### config.mk
export PLATFORM = sky130hd
export DESIGN_NAME = ptcalc_thread_sched
export DESIGN_NICKNAME = d
export VERILOG_FILES = /design/src/rtl/ptcalc_thread_sched_pkg.sv /design/src/rtl/ptcalc_thread_timer.sv /design/src/rtl/ptcalc_thread_sched.sv
export SDC_FILE = /design/constraint.sdc
export NUM_CORES = 1
export LEC_CHECK = 0
export ABC_AREA = 1
export CORE_UTILIZATION = 50
export DETAILED_ROUTE_END_ITERATION = 6
export PLACE_DENSITY = 0.69
export SYNTH_ARGS = -nofsm -noshare
export SYNTH_HDL_FRONTEND = slang
export SYNTH_SLANG_ARGS = --single-unit
### constraint.sdc
create_clock -name clock -period 8.1 [get_ports clock]
set_clock_uncertainty 0.1 [all_clocks]
set_input_delay 1.62 -clock clock [delete_from_list [all_inputs] [get_ports clock]]
set_output_delay 1.62 -clock clock [all_outputs]
set_load 0.01 [all_outputs]
### src/rtl/ptcalc_thread_sched_pkg.sv
// Shared MTC constants and types for the pT-calc thread scheduler.
// Channel width must be able to hold the thread count, which doubles as the "no thread" code.
package ptcalc_thread_sched_pkg;

  localparam int PL2MTC_PROCESS_CH_LEN  = 4;
  localparam int MTC_DROP_CNT_W         = 16;
  localparam int MTC_THREAD_TIMEOUT_DEF = 64;

  typedef logic [PL2MTC_PROCESS_CH_LEN-1:0] ch_t;
  typedef logic [MTC_DROP_CNT_W-1:0]        drop_cnt_t;

  function automatic drop_cnt_t sat_add(input drop_cnt_t a, input drop_cnt_t b);
    logic [MTC_DROP_CNT_W:0] sum;
    sum = {1'b0, a} + {1'b0, b};
    return sum[MTC_DROP_CNT_W] ? '1 : sum[MTC_DROP_CNT_W-1:0];
  endfunction

endpackage

### src/rtl/ptcalc_thread_timer.sv
// Per-thread ownership: busy bit plus watchdog that force-releases a thread
// whose done pulse never arrives.
module ptcalc_thread_timer #(
  parameter int c_THREAD_TIMEOUT = 64
) (
  input  logic clock,
  input  logic rst,
  input  logic grant_i,
  input  logic done_i,
  output logic busy_o,
  output logic spurious_o
);

  localparam int CNT_W = $clog2(c_THREAD_TIMEOUT + 1);
  localparam logic [CNT_W-1:0] CNT_LAST = CNT_W'(c_THREAD_TIMEOUT - 1);

  logic             busy_q, busy_d;
  logic [CNT_W-1:0] cnt_q, cnt_d;

  // NOTE: every always_comb output gets a default first so no path leaves it unassigned (no latch).
  always_comb begin
    busy_d = busy_q;
    cnt_d  = cnt_q;
    if (grant_i) begin
      busy_d = 1'b1;
      cnt_d  = '0;
    end else if (busy_q) begin
      // A done pulse coinciding with the timeout is a single release.
      if (done_i || cnt_q == CNT_LAST) begin
        busy_d = 1'b0;
        cnt_d  = '0;
      end else begin
        cnt_d = cnt_q + CNT_W'(1);
      end
    end
  end

  // NOTE: sequential state uses non-blocking assignments only; reset clears control state and counter alike.
  always_ff @(posedge clock) begin
    if (!rst) begin
      busy_q <= 1'b0;
      cnt_q  <= '0;
    end else begin
      busy_q <= busy_d;
      cnt_q  <= cnt_d;
    end
  end

  assign busy_o     = busy_q;
  assign spurious_o = done_i & ~busy_q;

endmodule

### src/rtl/ptcalc_thread_sched.sv
// Allocates shared pT-calc threads to SL candidate requesters: fixed slot
// priority, round-robin thread choice, registered grants, per-thread watchdog.
module ptcalc_thread_sched
  import ptcalc_thread_sched_pkg::*;
#(
  parameter int c_NUM_THREADS    = 3,
  parameter int c_MAX_NUM_SL     = 3,
  parameter int c_THREAD_TIMEOUT = MTC_THREAD_TIMEOUT_DEF
) (
  input  logic                             clock,
  input  logic                             rst,
  input  logic                             enable,
  input  logic [c_MAX_NUM_SL-1:0]          slc_req,
  input  logic [c_NUM_THREADS-1:0]         thread_done,
  output logic [c_MAX_NUM_SL-1:0]          grant_vld,
  output logic [PL2MTC_PROCESS_CH_LEN-1:0] grant_ch [c_MAX_NUM_SL],
  output logic [c_NUM_THREADS-1:0]         thread_busy,
  output logic [MTC_DROP_CNT_W-1:0]        drop_cnt,
  output logic                             err_spurious_done
);

  localparam ch_t CH_NONE = ch_t'(c_NUM_THREADS);
  localparam int  TIDX_W  = (c_NUM_THREADS > 1) ? $clog2(c_NUM_THREADS) : 1;

  logic [c_MAX_NUM_SL-1:0]  grant_vld_q, grant_vld_d;
  ch_t                      grant_ch_q [c_MAX_NUM_SL];
  ch_t                      grant_ch_d [c_MAX_NUM_SL];
  ch_t                      rr_ptr_q, rr_ptr_d;
  drop_cnt_t                drop_cnt_q, drop_cnt_d, drop_inc;
  logic                     err_q;
  logic [c_NUM_THREADS-1:0] busy_w, spurious_w, grant_thread, taken;
  logic                     found;
  int                       idx;

  always_comb begin
    taken        = busy_w;
    grant_thread = '0;
    rr_ptr_d     = rr_ptr_q;
    drop_inc     = '0;
    found        = 1'b0;
    idx          = 0;
    for (int s = 0; s < c_MAX_NUM_SL; s++) begin
      grant_vld_d[s] = 1'b0;
      grant_ch_d[s]  = CH_NONE;
      found          = 1'b0;
      if (slc_req[s] && enable) begin
        // Every slot searches from rr_ptr; threads taken by higher slots are masked.
        for (int k = 0; k < c_NUM_THREADS; k++) begin
          idx = int'(rr_ptr_q) + k;
          if (idx >= c_NUM_THREADS) idx = idx - c_NUM_THREADS;
          if (!found && !taken[TIDX_W'(idx)]) begin
            found                      = 1'b1;
            taken[TIDX_W'(idx)]        = 1'b1;
            grant_thread[TIDX_W'(idx)] = 1'b1;
            grant_vld_d[s]             = 1'b1;
            grant_ch_d[s]              = ch_t'(idx);
            rr_ptr_d                   = (idx == c_NUM_THREADS - 1) ? '0 : ch_t'(idx + 1);
          end
        end
      end
      if (slc_req[s] && !found) drop_inc = drop_inc + drop_cnt_t'(1);
    end
    drop_cnt_d = sat_add(drop_cnt_q, drop_inc);
  end

  always_ff @(posedge clock) begin
    if (!rst) begin
      grant_vld_q <= '0;
      rr_ptr_q    <= '0;
      drop_cnt_q  <= '0;
      err_q       <= 1'b0;
      for (int s = 0; s < c_MAX_NUM_SL; s++) grant_ch_q[s] <= CH_NONE;
    end else begin
      grant_vld_q <= grant_vld_d;
      grant_ch_q  <= grant_ch_d;
      rr_ptr_q    <= rr_ptr_d;
      drop_cnt_q  <= drop_cnt_d;
      err_q       <= err_q | (|spurious_w);
    end
  end

  for (genvar t = 0; t < c_NUM_THREADS; t++) begin : g_timer
    ptcalc_thread_timer #(
      .c_THREAD_TIMEOUT(c_THREAD_TIMEOUT)
    ) u_timer (
      .clock     (clock),
      .rst       (rst),
      .grant_i   (grant_thread[t]),
      .done_i    (thread_done[t]),
      .busy_o    (busy_w[t]),
      .spurious_o(spurious_w[t])
    );
  end

  assign grant_vld         = grant_vld_q;
  assign grant_ch          = grant_ch_q;
  assign thread_busy       = busy_w;
  assign drop_cnt          = drop_cnt_q;
  assign err_spurious_done = err_q;

endmodule
==> impl_summary.md <==
Min path
The count of cells along the worst hold path is 2. The worst min-delay path class is flip-flop to flip-flop. The path with the worst hold slack has its endpoint at g_timer[1].u_timer.cnt_q[6]$_SDFFE_PP0P_. The worst hold path begins at g_timer[1].u_timer.cnt_q[6]$_SDFFE_PP0P_.

Floorplanning
From bottom edge to top edge, the die measures 103 um. The initial utilization of the core area, before any placement, comes to 0.520. The die is 103 um wide. The die covers 10,700 um2. The placement row count is 36.

The area inside the core boundary is 9860 um2. For this design the top-level I/O count stands at 44.

Routing
The number of design-rule violations left by the first detailed-router iteration is 415. Detailed routing inserted a total of 5,199 vias. In the final routed layout, each cell accounts on average for 17.0 um. The detailed-router iteration count before antenna repair is 6. The final wirelength is 15.7 mm. After detailed routing, the number of vias per cell comes to 5.61.

The number of design rule violations left after detail routing is 0. The count of nets left with antenna violations once routing finished came out at 0.

Layout
The repair_antennas step left the layout with diodes totalling 0. The finished layout cell area is 5940 um2. The growth of design area from synthesis to finish is 15.8%.

The number of nets in the finished design is 821. The layout has 903 filler cells. The register area is 1200 um2. Summing all multi-input logic gate instances after layout gives 3420 um2. The fraction of final layout cells with drive strength greater than 1 is 0.175.

CTS
The clock net sink count is 60. TritonCTS built the clock tree. The number of hold buffers added after CTS was 0.

No sink is reached through more buffers than the 2 on the longest clock path. CTS placed an instance of clkbuf_8 at the clock tree root. The clock latency of the later-clocked register in the worst-skew pair is 370 ps. In this run the post-CTS setup repair buffer count came out at 0. Clock-pin slew was measured on the worst setup and hold paths at 70 ps. The post-cts gate resize count is 0. Counting the buffers created by CTS gives 9.

The number of levels in the clock H-tree is 3.

Synth
The number of nets in the synthesized netlist is 773. The fraction of the mapped netlist area in compound gates is 0.161. The share of synthesized area occupied by flip-flops and latches is 0.234. The main flop type after synthesis is dfxtp_1. By area the synthesized netlist is led by dfxtp_1 23%, nand2_1 11%, inv_1 7.4%.

The Yosys step of the flow raised 0 warnings. The post-synthesis adder-cell area fraction is 0.0600. The mux cell area share after synthesis is 0. Of the total synthesized cell area, the portion taken by XOR and XNOR cells is 0.0547. The cell count after synthesis is 740. The proportion of synthesized flip-flops having asynchronous set or reset is 0. The distinct cell type count of the synthesized netlist is 46. The combinational family with the most area after synthesis is simple AND/OR/NAND/NOR gates. The average instance in the mapped netlist occupies 6.93 um2. The share of synthesized area in the top cell type comes to 0.234.

dfxtp_1 takes more of the synthesized area than any other cell. The number of enable flip-flop cells after synthesis is 0. The flip-flop and latch count after synthesis is 60. Of the total synthesized cell area, the portion taken by AND, OR, NAND and NOR gates is 0.387. In this run the cell area of the synthesized design comes to 5130 um2.

Placement
The post-placement setup slack is 531 ps. Summed over all nets, the half-perimeter wirelength after detailed placement is 12.2 mm. The congestion estimate from routability-driven global placement came to 0.997.

During placement, the flow inserted port buffers numbering 43. After detailed placement, the total cell area comes to 5700 um2.

Setup path
The worst register-to-register path begins at rr_ptr_q[1]$_SDFF_PN0_. The largest stage delay on the critical path is 500 ps. Data on the critical path is required at its endpoint by 8270 ps. Of all nets on the critical path, the largest fanout is 10. The most common cell type on the critical path is nand2_1. The worst setup path is launched from a flip-flop. Data arrives at the worst endpoint at 7550 ps.

By startpoint and endpoint, the worst setup path is classified as flip-flop to flip-flop. STA classifies the critical path endpoint as a flip-flop. In this run the critical register-to-register path is captured at drop_cnt[11]$_SDFF_PN0_. Measured in cells, the most critical reg-to-reg path has a length of 54. Among all stages on the critical path, the largest delay is contributed by dfxtp_1. The setup slack of the most critical reg-to-reg path is 720 ps.

STA
In this run the tightest slew margin relative to its limit is 0.628. The number of max-slew violations in the final report is 0. The post-route worst setup slack is 720 ps.

Setup violations remaining at the end of the flow were counted as 0. Setup total negative slack on the finished layout was measured at 0 ps. At the pin with the least slew margin, the transition time is 554 ps. Dividing the final minimum period by the clock period gives 0.911.

The highest clock frequency the design can meet is 0.135 GHz. The smallest clock period supported by the final layout is computed as 7380 ps. The final hold violation count is 0.

Setup repair after global routing left no endpoint under its margin.

Status
The flow ran to the end, and the final reports show no timing, DRC or antenna violations.

GRT
The total routing resource utilization after global routing is 0.306. Entering global routing, the biggest net connects 20 pins. The global-route wire length before repair is 24.0 mm. The number of antenna violations at the first check in global routing is 0. The residual overflow from global routing is 0.

The via count of the first global-routing pass was 4,714.

Run
Max-cap violations in this run came to 0.
layout make-up:
class                      instances  area share
multi-input combinational        548       0.575
sequential                        60       0.203
timing repair buffer              50      0.0813
inverter                         119      0.0760
tap                              133      0.0280
clock buffer                      12      0.0244
clock inverter                     4      0.0122
logic make-up (layout without fill, tap and decap cells):
group	Yosys count	count (layout)
simple gates	362	362
buf+inv	132	185
compound gates	130	130
flops	60	60
xor+xnor	32	32
fa+ha+maj	24	24
placed cells by master (no fill, tap or decap), types with 21 or more instances in the layout:
cell type / n
nand2_1: 146
dfxtp_1: 58
nand3_1: 42
nor2_2: 25
a21oi_1: 31
xor2_1: 21
ha_1: 22
o21ai_0: 43
nand4_1: 23
nor2_1: 48
nand2_2: 25
clkdlybuf4s50_1: 43
inv_1: 101
synthesized netlist by cell type (2+ instances only):
| master | instances |
|---|---|
| a21oi_1 | 31 |
| a22o_1 | 3 |
| a22oi_1 | 3 |
| a31oi_1 | 6 |
| buf_2 | 3 |
| buf_4 | 5 |
| clkbuf_1 | 4 |
| clkinv_1 | 2 |
| dfxtp_1 | 60 |
| ha_1 | 23 |
| inv_1 | 101 |
| inv_2 | 14 |
| inv_4 | 2 |
| nand2_1 | 146 |
| nand2_2 | 25 |
| nand2_4 | 11 |
| nand3_1 | 42 |
| nand3_2 | 10 |
| nand3_4 | 11 |
| nand3b_1 | 3 |
| nand4_1 | 23 |
| nor2_1 | 49 |
| nor2_2 | 24 |
| nor2_4 | 7 |
| nor3_1 | 8 |
| nor4_1 | 2 |
| o2111ai_1 | 5 |
| o211ai_1 | 13 |
| o21ai_0 | 43 |
| o21ai_1 | 2 |
| o21ai_2 | 2 |
| o221ai_1 | 8 |
| o22ai_1 | 6 |
| xnor2_1 | 11 |
| xor2_1 | 21 |
worst max-delay path: cells and delay by family (launching register included):
family,cells,cell delay (ps)
buffers and inverters,6,630
DFF,1,500
adders and majority gates,4,890
and+or+nand+nor,40,4460
AOI/OAI and AO/OA,4,680
layer usage:
layer	global-route usage	vias to the layer above	wire length, um
met5	0	-	0
met4	0.134	0	565
met3	0.0679	44	1260
met2	0.481	254	6870
met1	0.401	2362	7050
li1	-	2539	-
registers in the layout, indices dropped and copies added (netlist names):
signal,cells
err_spurious_done,1
drop_cnt,16
g_timer.u_timer.busy_o,3
rr_ptr_q,4
g_timer.u_timer.cnt_q,21
grant_vld,3
grant_ch,12
worst max-delay path by stage:
stage | from | end | slack, ps | cells past startpoint
floorplan | rr_ptr_q[0]$_SDFF_PN0_ | drop_cnt[13]$_SDFF_PN0_ | 1770 | 52
global placement | enable | drop_cnt[15]$_SDFF_PN0_ | 770 | 41
detailed placement | enable | drop_cnt[15]$_SDFF_PN0_ | 530 | 41
CTS | rr_ptr_q[2]$_SDFF_PN0_ | drop_cnt[11]$_SDFF_PN0_ | 550 | 52
global route | rr_ptr_q[2]$_SDFF_PN0_ | drop_cnt[11]$_SDFF_PN0_ | 8 | 52
finish | rr_ptr_q[1]$_SDFF_PN0_ | drop_cnt[11]$_SDFF_PN0_ | 720 | 54
per-stage QoR:
| stage | utilization | hold slack (ps) | cells |
|---|---|---|---|
| floorplan | - | 338 | 740 |
| global placement | 0.578 | 345 | 910 |
| detailed placement | 0.578 | 351 | 910 |
| CTS | 0.600 | 363 | 926 |
| global route | 0.602 | 372 | 926 |
| finish | 0.602 | 360 | 926 |
Power is left out: the tool's default activity adds up to more than one toggle a clock period on the data nets, which glitch-free logic cannot reach.
